## config.mk

```make
export PLATFORM = sky130hd
export DESIGN_NAME = inst_axi_bridge
export DESIGN_NICKNAME = d
export VERILOG_FILES = /design/src/rtl/inst_axi_bridge.sv
export SDC_FILE = /design/constraint.sdc
export NUM_CORES = 1
export LEC_CHECK = 0
export CAP_MARGIN = 15
export CORE_ASPECT_RATIO = 1.25
export CORE_MARGIN = 1.5
export CORE_UTILIZATION = 31
export CTS_CLUSTER_DIAMETER = 100
export DETAILED_ROUTE_END_ITERATION = 16
export HOLD_SLACK_MARGIN = 0.15
export PLACE_DENSITY = 0.86
export SYNTH_ARGS = -nofsm -noshare
export SYNTH_HDL_FRONTEND = slang
export SYNTH_SLANG_ARGS = --single-unit
```

## constraint.sdc

```tcl
create_clock -name clk -period 2.7 [get_ports clk]
set_input_delay 0.405 -clock clk [delete_from_list [all_inputs] [get_ports clk]]
set_output_delay 0.405 -clock clk [all_outputs]
set_load 0.01 [all_outputs]
```

## src/rtl/inst_axi_bridge.sv

```systemverilog
// Fetch-side SRAM-like interface to AXI read channel bridge.
// One AR in flight at a time; up to MAX_OUTST reads awaiting R, returned in issue order.
module inst_axi_bridge #(
   parameter int         MAX_OUTST = 2,
   parameter logic [3:0] ARID_VAL  = 4'h0
) (
   input  logic        clk,
   input  logic        reset,
   input  logic        inst_sram_req,
   input  logic        inst_sram_wr,
   input  logic [1:0]  inst_sram_size,
   input  logic [31:0] inst_sram_addr,
   input  logic [3:0]  inst_sram_wstrb,
   input  logic [31:0] inst_sram_wdata,
   output logic        inst_sram_addr_ok,
   output logic        inst_sram_data_ok,
   output logic [31:0] inst_sram_rdata,
   output logic [3:0]  arid,
   output logic [31:0] araddr,
   output logic [7:0]  arlen,
   output logic [2:0]  arsize,
   output logic [1:0]  arburst,
   output logic [1:0]  arlock,
   output logic [3:0]  arcache,
   output logic [2:0]  arprot,
   output logic        arvalid,
   input  logic        arready,
   input  logic [3:0]  rid,
   input  logic [31:0] rdata,
   input  logic [1:0]  rresp,
   input  logic        rlast,
   input  logic        rvalid,
   output logic        rready
);

   typedef enum logic {IDLE, AR_BUSY} state_t;

   localparam logic [1:0] MAX_CNT = MAX_OUTST[1:0];

   state_t     state, state_nxt;
   logic [1:0] outst_cnt;
   logic       r_hs;

   // Writes are forwarded as plain reads, and R ordering is implicit, so these fields carry nothing.
   logic unused_in;
   assign unused_in = ^{inst_sram_wr, inst_sram_wstrb, inst_sram_wdata, rid, rresp, rlast};

   assign arid    = ARID_VAL;
   assign arlen   = 8'd0;
   assign arburst = 2'b01;
   assign arlock  = 2'b00;
   assign arcache = 4'd0;
   assign arprot  = 3'd0;

   assign arvalid = (state == AR_BUSY);
   assign rready  = (outst_cnt != 2'd0);
   assign r_hs    = rvalid & rready;

   // Gated by reset so a held request is not acknowledged while the block is in reset.
   assign inst_sram_addr_ok = reset && (state == IDLE) && inst_sram_req && (outst_cnt < MAX_CNT);
   assign inst_sram_data_ok = r_hs;
   assign inst_sram_rdata   = rdata;

   always_comb begin
      state_nxt = state;
      case (state)
         IDLE:    if (inst_sram_addr_ok) state_nxt = AR_BUSY;
         AR_BUSY: if (arready)           state_nxt = IDLE;
         default:                        state_nxt = IDLE;
      endcase
   end

   always_ff @(posedge clk or negedge reset) begin
      if (!reset) begin
         state     <= IDLE;
         outst_cnt <= 2'd0;
         araddr    <= 32'd0;
         arsize    <= 3'd0;
      end else begin
         state <= state_nxt;
         if (inst_sram_addr_ok) begin
            araddr <= inst_sram_addr;
            arsize <= {1'b0, inst_sram_size};
         end
         // rready is low at zero, so a stray R beat can never underflow the count.
         if (inst_sram_addr_ok && !r_hs)
            outst_cnt <= outst_cnt + 2'd1;
         else if (r_hs && !inst_sram_addr_ok)
            outst_cnt <= outst_cnt - 2'd1;
      end
   end

endmodule

```

==> Word-level counts from Yosys, hierarchy flattened <==
Cells that the tools add are included.
{ "op_classes": {"bitwise": 2, "addsub": 2, "reduce_logical": 9, "mux": 5, "order_cmp": 1} }
{ "op_table": {"columns": ["operator", "n"], "rows": [
  ["$logic_and A1 B1 Y1", 5],
  ["$mux W2", 2],
  ["$reduce_bool A2 Y1", 2],
  ["$add A2 B1 Y2 const B", 1],
  ["$logic_not A1 Y1", 2],
  ["$lt A2 B2 Y1 const B", 1],
  ["$mux W1", 2],
  ["$pmux W1 S2", 1],
  ["$sub A2 B1 Y2 const B", 1],
  ["$and A1 B1 Y1", 1],
  ["$not A1 Y1", 1]
]} }
{ "totals": {"word_cells": 23, "out_inout_bits": 94, "input_bits": 115, "register_bits": 37} }

==> Logic depth before layout (Yosys ltp) <==
Gate-level depths: netlist of run 1.
{ "depth": {"word_depth": 8, "mapped_depth": 7, "mapped_depth_nobuf": 6} }

==> Least setup slack after synthesis of run 1 <==
No wires, ideal clock.
{ "synth_timing": {"path_type": "register to register", "start": "reg state, in the netlist arvalid", "end": "reg outst_cnt[1]", "required_ns": 2.575, "arrival_time_ns": 1.468, "setup_time_ns": 0.125, "slack_ns": 1.107, "period_less_slack_ns": 1.593, "path_stages_with_launch": 8, "path_buffers": 2, "cell_sequence": "dfrtp_1 and4bb_1 buf_6 buf_12 ha_1 xor2_1 nor2_1 xor2_1"} }
{ "synth_via": {"elab_chain_len": 7, "elab_cells_between_ends": 9, "classes_between": "1 x mux; 1 x bitwise; 7 x reduce/logical"} }
{ "synth_rtl": {"columns": ["item", "line_no", "text"], "rows": [
  ["start: declaration", "40", "state_t state, state_nxt;"],
  ["start signal: assignment", "80", "state <= state_nxt;"],
  ["$not A1 Y1 *", "60", "assign inst_sram_addr_ok = reset && (state == IDLE) && inst_sram_req && (outst_cnt < MAX_CNT);"],
  ["$logic_and A1 B1 Y1 * (3 in a row)", "60", null],
  ["named net inst_sram_addr_ok", "15", "output logic inst_sram_addr_ok,"],
  ["$logic_not A1 Y1", "88", "else if (r_hs && !inst_sram_addr_ok)"],
  ["$logic_and A1 B1 Y1", "88", null],
  ["$reduce_bool A2 Y1 (no line)", null, null],
  ["end signal: assignment", "87", "outst_cnt <= outst_cnt + 2'd1;"],
  ["end signal: assignment", "89", "outst_cnt <= outst_cnt - 2'd1;"],
  ["end: declaration", "41", "logic [1:0] outst_cnt;"]
]} }
The timed path passes the listed nets; every way through them passes the cells marked *.
A chain may end at the register's enable or synchronous reset.

==> Final worst setup path of run 1 <==
{ "layout_timing": {"start": "in inst_sram_req", "end": "out inst_sram_addr_ok"} }
{ "layout_via": {"elab_chain_len": 2} }
{ "layout_rtl": {"columns": ["item", "line_no", "text"], "rows": [
  ["start: declaration", "9", "input logic inst_sram_req,"],
  ["$logic_and A1 B1 Y1 (2 in a row)", "60", null],
  ["end: declaration", "15", null]
]} }
No other way between the ends.

==> results of run 1 <==
## synth_stat cells (all sizes together)
library cell  instances  area share (%)
or2                   1            0.31
xor2                  2            0.88
ha                    1            0.63
dfrtp                37              46
and4bb                1            0.63
buf                  60              25
xnor2                 1            0.44
inv                   2            0.38
mux2                 34              24
nand2                 1            0.19
conb                  2            0.38
nor2                  1            0.19
a21o                  1            0.38
## area by class of cell
| cell class | instances | area, µm² | share of cell area (%) |
|---|---|---|---|
| Sequential cell | 37 | 926 | 36.3 |
| Timing Repair Buffer | 79 | 778 | 30.5 |
| Multi-Input combinational cell | 67 | 651 | 25.5 |
| Tap cell | 85 | 106 | 4.17 |
| Clock buffer | 6 | 72.6 | 2.84 |
| Clock inverter | 2 | 10.0 | 0.392 |
| Inverter | 2 | 7.51 | 0.294 |
## state kept, by name (all words and copies together), names as in the netlist
signal     count
araddr        32
arsize         2
outst_cnt      2
arvalid        1
## worst min-delay path by stage
stage	startpoint	to	depth (start not counted)
floorplan	reset	araddr[0]	0
global placement	outst_cnt[1]	outst_cnt[1]	1
detailed placement	outst_cnt[1]	outst_cnt[1]	1
CTS	reset	araddr[14]	2
global route	reset	araddr[14]	2
finish	reset	araddr[14]	2
## kinds of logic (layout without fill, tap and decap cells)
family	count (synthesis)	count (layout)	share of synthesized area (%)
compound gates	1	1	0.377
xor+xnor	3	3	1.32
fa+ha+maj	1	1	0.628
buf+inv	62	89	25.0
flops	37	37	46.5
mux	34	34	24.5
other cells	2	24	0.377
simple gates	4	4	1.32
## layer usage
layer  vias up  GRT usage, %  part of all wire, %  wire length [µm]
met5         -             0                    0                 0
met4         0          4.24                  1.6                55
met3         8          3.81                  8.4               289
met2        79          16.9                   51              1760
met1       547          12.1                   39              1350
li1        483             -                    -                 -
## stage by stage
stage / std cells / hold slack [ps]
finish: 278 / 216
global route: 278 / 282
CTS: 278 / 261
detailed placement: 270 / 473
global placement: 270 / 478
floorplan: 166 / 109
## power by group through the flow
stage / registers, W / clock network, W / logic (W)
CTS: 0.000998 / 0.000396 / 0.00132
floorplan: 0.00112 / 0 / 0.000607
global route: 0.00103 / 0.000418 / 0.00140
detailed placement: 0.00100 / 0 / 0.00132
global placement: 0.000989 / 0 / 0.00130
finish: 0.000989 / 0.000370 / 0.00130
==> flow_summary.toml, run 1 <==
[status]
outcome = "finished clean"

[worst_setup_path]
crit_top_cell = "clkdlybuf4s50_1"
endpoint = "inst_sram_addr_ok"
critPathBufInv = 2
r2r_end = "outst_cnt[1]"
worstPathMaxFanout = 3
r2r_cells = 6
arrival_ps = 1660
rr_startpoint = "outst_cnt[1]"
max_stage_delay_ps = 550
cp_top_family = "buffers and inverters"
cp.required_ps = 2300
crit_path_start = "inst_sram_req"
critPathCaptureType = "primary output"
r2r_slack_ps = 960
start_kind = "input port"
slowest_stage = "clkdlybuf4s50_1"
critical_path_depth = 3
worstSetupPathType = "input port to primary output"
worstPathCellList = "clkdlybuf4s50_1, and4bb_2, clkdlybuf4s50_1"

[power_and_ir_drop]
netSwitchingFraction_pct = 28.5
totalPowerFinal_w = 0.00266
power.switching_w = 0.000757
power_leakage_nw = 1.15
p_int_w = 0.00190
seqPwrFrac_pct = 37.2
ir_worst_vdd_v = 0.000358
comb_power_share_pct = 48.9
p_per_area_mw_per_mm2 = 1040
p_clk_share_pct = 13.9

[layout]
layout_common_cells = "clkdlybuf4s50_1, dfrtp_1, mux2_4"
final_util_pct = 41.1
syn2layout_area_growth_pct = 28.0
antennaDiodeCount = 0
layout-drive-gt1-share_pct = 24.4
fillCellCount = 587
final_common_cell = "clkdlybuf4s50_1"
nets = 308
final_cell_area_mm2 = 0.00255

[clock_network]
clkTransAtPathRegs_ps = 70
cts_root_buf = "clkbuf_8"
clock_sinks = 37
ctsResizeCount = 0
cts_tree = "yes"
cts_buffers = 5
cts_setup_buffers = 0
clk_path_buf_depth = 2
clk_latency_ps = 280
cts_hold_buf = 0
cts_htree_levels = 2

[routing]
num_vias = 1117
vias_per_cell = 4.02
drc = 0
wirelength_um = 3460
drtIter0Drc = 22
wl_per_cell_um = 12.4
firstDrtPassIters = 2
antenna_left = 0

[job]
drv_cap = 0

[sta]
fin_setup_tns_ps = 0
post-route-period-util_pct = 76.4
min_period_ps = 2060
fmax_mhz = 485
drv_slew = 0
skew_ps = 4.59
hold_viol_final = 0
setup_viol = 0
rsz0062_at_grt = "no"
setup_ws_ps = 638

[placed_design]
gp_congestion = 0.631
port_buffers = 76
dpl_cell_area_mm2 = 0.00247
dp_hpwl_um = 2550
place_worst_setup_slack_ps = 529

[global_routing]
grt_pass1_vias = 1096
grt_pass1_wl_um = 5290
grt-ovfl-total = 0
grt_max_degree = 38
grt_util_all_layers_pct = 10.4
antenna_found_initial = 0

[die]
rows = 32
io_pins = 209
die_h_um = 92.7
die_x_um = 74.7
start_util_pct = 32.1
die-area_mm2 = 0.00692
core_region_area_mm2 = 0.00621

[synth]
synth_area_mm2 = 0.00199
synth-warning-count = 0
netlist_instances = 144
synth-seq-cells = 37
ys_types = 16
postSynthAreaPerCell_um2 = 13.8
ys_seq_area_share_pct = 46.5

[hold_path]
min-delay-path-class = "input port to asynchronous set/reset pin"
Power figures use the tool's default switching activity.
==> run 2: changes to the inputs <==
CORE_UTILIZATION = 29   (was 31)
PLACE_DENSITY = 0.82   (was 0.86)
clock period = 1.9 ns   (was 2.7 ns; I/O delays follow)
==> flow_summary.toml, run 2 (synthesis gave the netlist of run 1 again) <==
[layout]
nets = 311
reg_top3 = "araddr x32, arsize x2, outst_cnt x2"
largest_register_ffs = 32
syn2layout_area_growth_pct = 31.8
fillCellCount = 629
final_common_cell = "clkdlybuf4s50_1"
regMostFlops = "araddr"
layout_common_cells = "clkdlybuf4s50_1, dfrtp_1, mux2_4"
final_util_pct = 39.8
antennaDiodeCount = 0
layout-drive-gt1-share_pct = 25.0

[worst_setup_path]
r2r_end = "araddr[4]"
r2r_cells = 3
r2r_slack_ps = 370
start_kind = "flip-flop"
max_stage_delay_ps = 490
worstPathMaxFanout = 3
cp.required_ps = 1620
worstSetupPathType = "flip-flop to primary output"
rr_startpoint = "outst_cnt[1]"
slowest_stage = "clkdlybuf4s50_1"
arrival_ps = 1480
critPathCaptureType = "primary output"
worstPathCellList = "or2_2, clkdlybuf4s50_1"

[routing]
firstDrtPassIters = 3
antenna_left = 0
drc = 0
num_vias = 1121
vias_per_cell = 3.96
wl_per_cell_um = 12.7
wirelength_um = 3610
drtIter0Drc = 29

[die]
start_util_pct = 30.2
core_region_area_mm2 = 0.00661
io_pins = 209
die_h_um = 95.7
die_x_um = 77.2
rows = 33
die-area_mm2 = 0.00738

[power_and_ir_drop]
ir_worst_vdd_v = 0.000657
power.switching_w = 0.00109
p_clk_share_pct = 17.5
p_per_area_mw_per_mm2 = 1520
power_leakage_nw = 1.20
totalPowerFinal_w = 0.00399
netSwitchingFraction_pct = 27.3
p_int_w = 0.00290
seqPwrFrac_pct = 35.2
comb_power_share_pct = 47.2

[sta]
skew_ps = 4.42
rsz0062_at_grt = "no"
hold_viol_final = 0
post-route-period-util_pct = 93.2
setup_viol = 0
fmax_mhz = 565
min_period_ps = 1770
drv_slew = 0
fin_setup_tns_ps = 0

[global_routing]
antenna_found_initial = 0
grt_pass1_vias = 1133
grt-ovfl-total = 0
grt_max_degree = 38
grt_util_all_layers_pct = 9.96
grt_pass1_wl_um = 5530

[clock_network]
clk_path_buf_depth = 2
cts_tree = "yes"
cts_root_buf = "clkbuf_8"
clock_sinks = 37
cts_buffers = 5
clk_latency_ps = 280
clkTransAtPathRegs_ps = 70
cts_htree_levels = 2

[hold_path]
min-delay-path-class = "flip-flop to flip-flop"
hp-start = "araddr[17]"
min_to = "araddr[17]"
hold_path_depth = 1

[placed_design]
dp_hpwl_um = 2570
port_buffers = 76
gp_congestion = 0.631

[job]
drv_cap = 0

[status]
outcome = "finished clean"
==> run 2: changes by cell type in the layout (fill, tap and decap cells not counted), sizes merged <==
cell,delta
bufinv,+1
dlygate4sd2,+1
dlymetal6s2s,+1
clkdlybuf4s50,-2
buf,+2
clkbuf,+1
dlygate4sd3,+1
clkinv,-2
==> run 2: power groups by stage <==
stage / registers, W / clock network [W] / logic [W]
CTS: 0.00141 / 0.000732 / 0.00191
floorplan: 0.00158 / 0 / 0.000862
finish: 0.00141 / 0.000700 / 0.00188
detailed placement: 0.00142 / 0 / 0.00189
global route: 0.00147 / 0.000766 / 0.00200
global placement: 0.00140 / 0 / 0.00187
==> run 2: through the flow <==
step / std cells / cell area [µm²] / hold WS [ps] / worst slack [ps]
after floorplan: 166 / 2080 / -10.6 / 307
after global placement: 273 / 2490 / 447 / 62.1
final: 283 / 2630 / 508 / 130
after detailed placement: 273 / 2490 / 448 / 46.0
after CTS: 283 / 2620 / 512 / 7.99
after global routing: 283 / 2630 / 525 / 83.0
==> run 2: worst max path at each step <==
| stage | endpoint | cells after the start | slack (ps) | start |
|---|---|---|---|---|
| 4_1_cts | inst_sram_addr_ok | 2 | 8 | outst_cnt[1] |
| 5_1_grt | rready | 2 | 80 | outst_cnt[1] |
| 3_5_place_dp | inst_sram_addr_ok | 3 | 50 | inst_sram_req |
| 3_3_place_gp | inst_sram_addr_ok | 3 | 60 | inst_sram_req |
| 2_1_floorplan | outst_cnt[1] | 7 | 310 | arvalid |
| 6_report | rready | 2 | 130 | outst_cnt[1] |
==> run 2: cell type report <==
cell class | instances | area [µm²] | share of cell area (%)
timing repair buffer | 82 | 817 | 31.1
sequential | 37 | 926 | 35.3
clock buffer | 7 | 86.3 | 3.29
tap | 87 | 109 | 4.14
multi-input combinational | 67 | 651 | 24.8
clock inverter | 1 | 30.0 | 1.14
inverter | 2 | 7.51 | 0.286
==> run 2: routing by layer <==
metal | global-route usage (%) | share of wire, % | vias to the layer above | wire [µm]
met4 | 6.36 | 3.7 | 0 | 135
met2 | 15.9 | 46 | 71 | 1660
met1 | 11.6 | 41 | 541 | 1490
met5 | 0 | 0 | - | 0
met3 | 3.22 | 8.9 | 19 | 322
li1 | - | - | 490 | -
==> run 2: what timing repair did <==
item,CTS,global route
endpoints found under the setup margin,1,1
endpoints found under the hold margin,37,0
gates resized for setup,1,1
hold buffers,1,0
buffers inserted,1,0
==> run 2: critical path: cells and delay by family, from the launching register on <==
kind	cells	cell delay (ps)
buffers and inverters	1	490
AND/OR/NAND/NOR	1	310
flip-flops	1	410
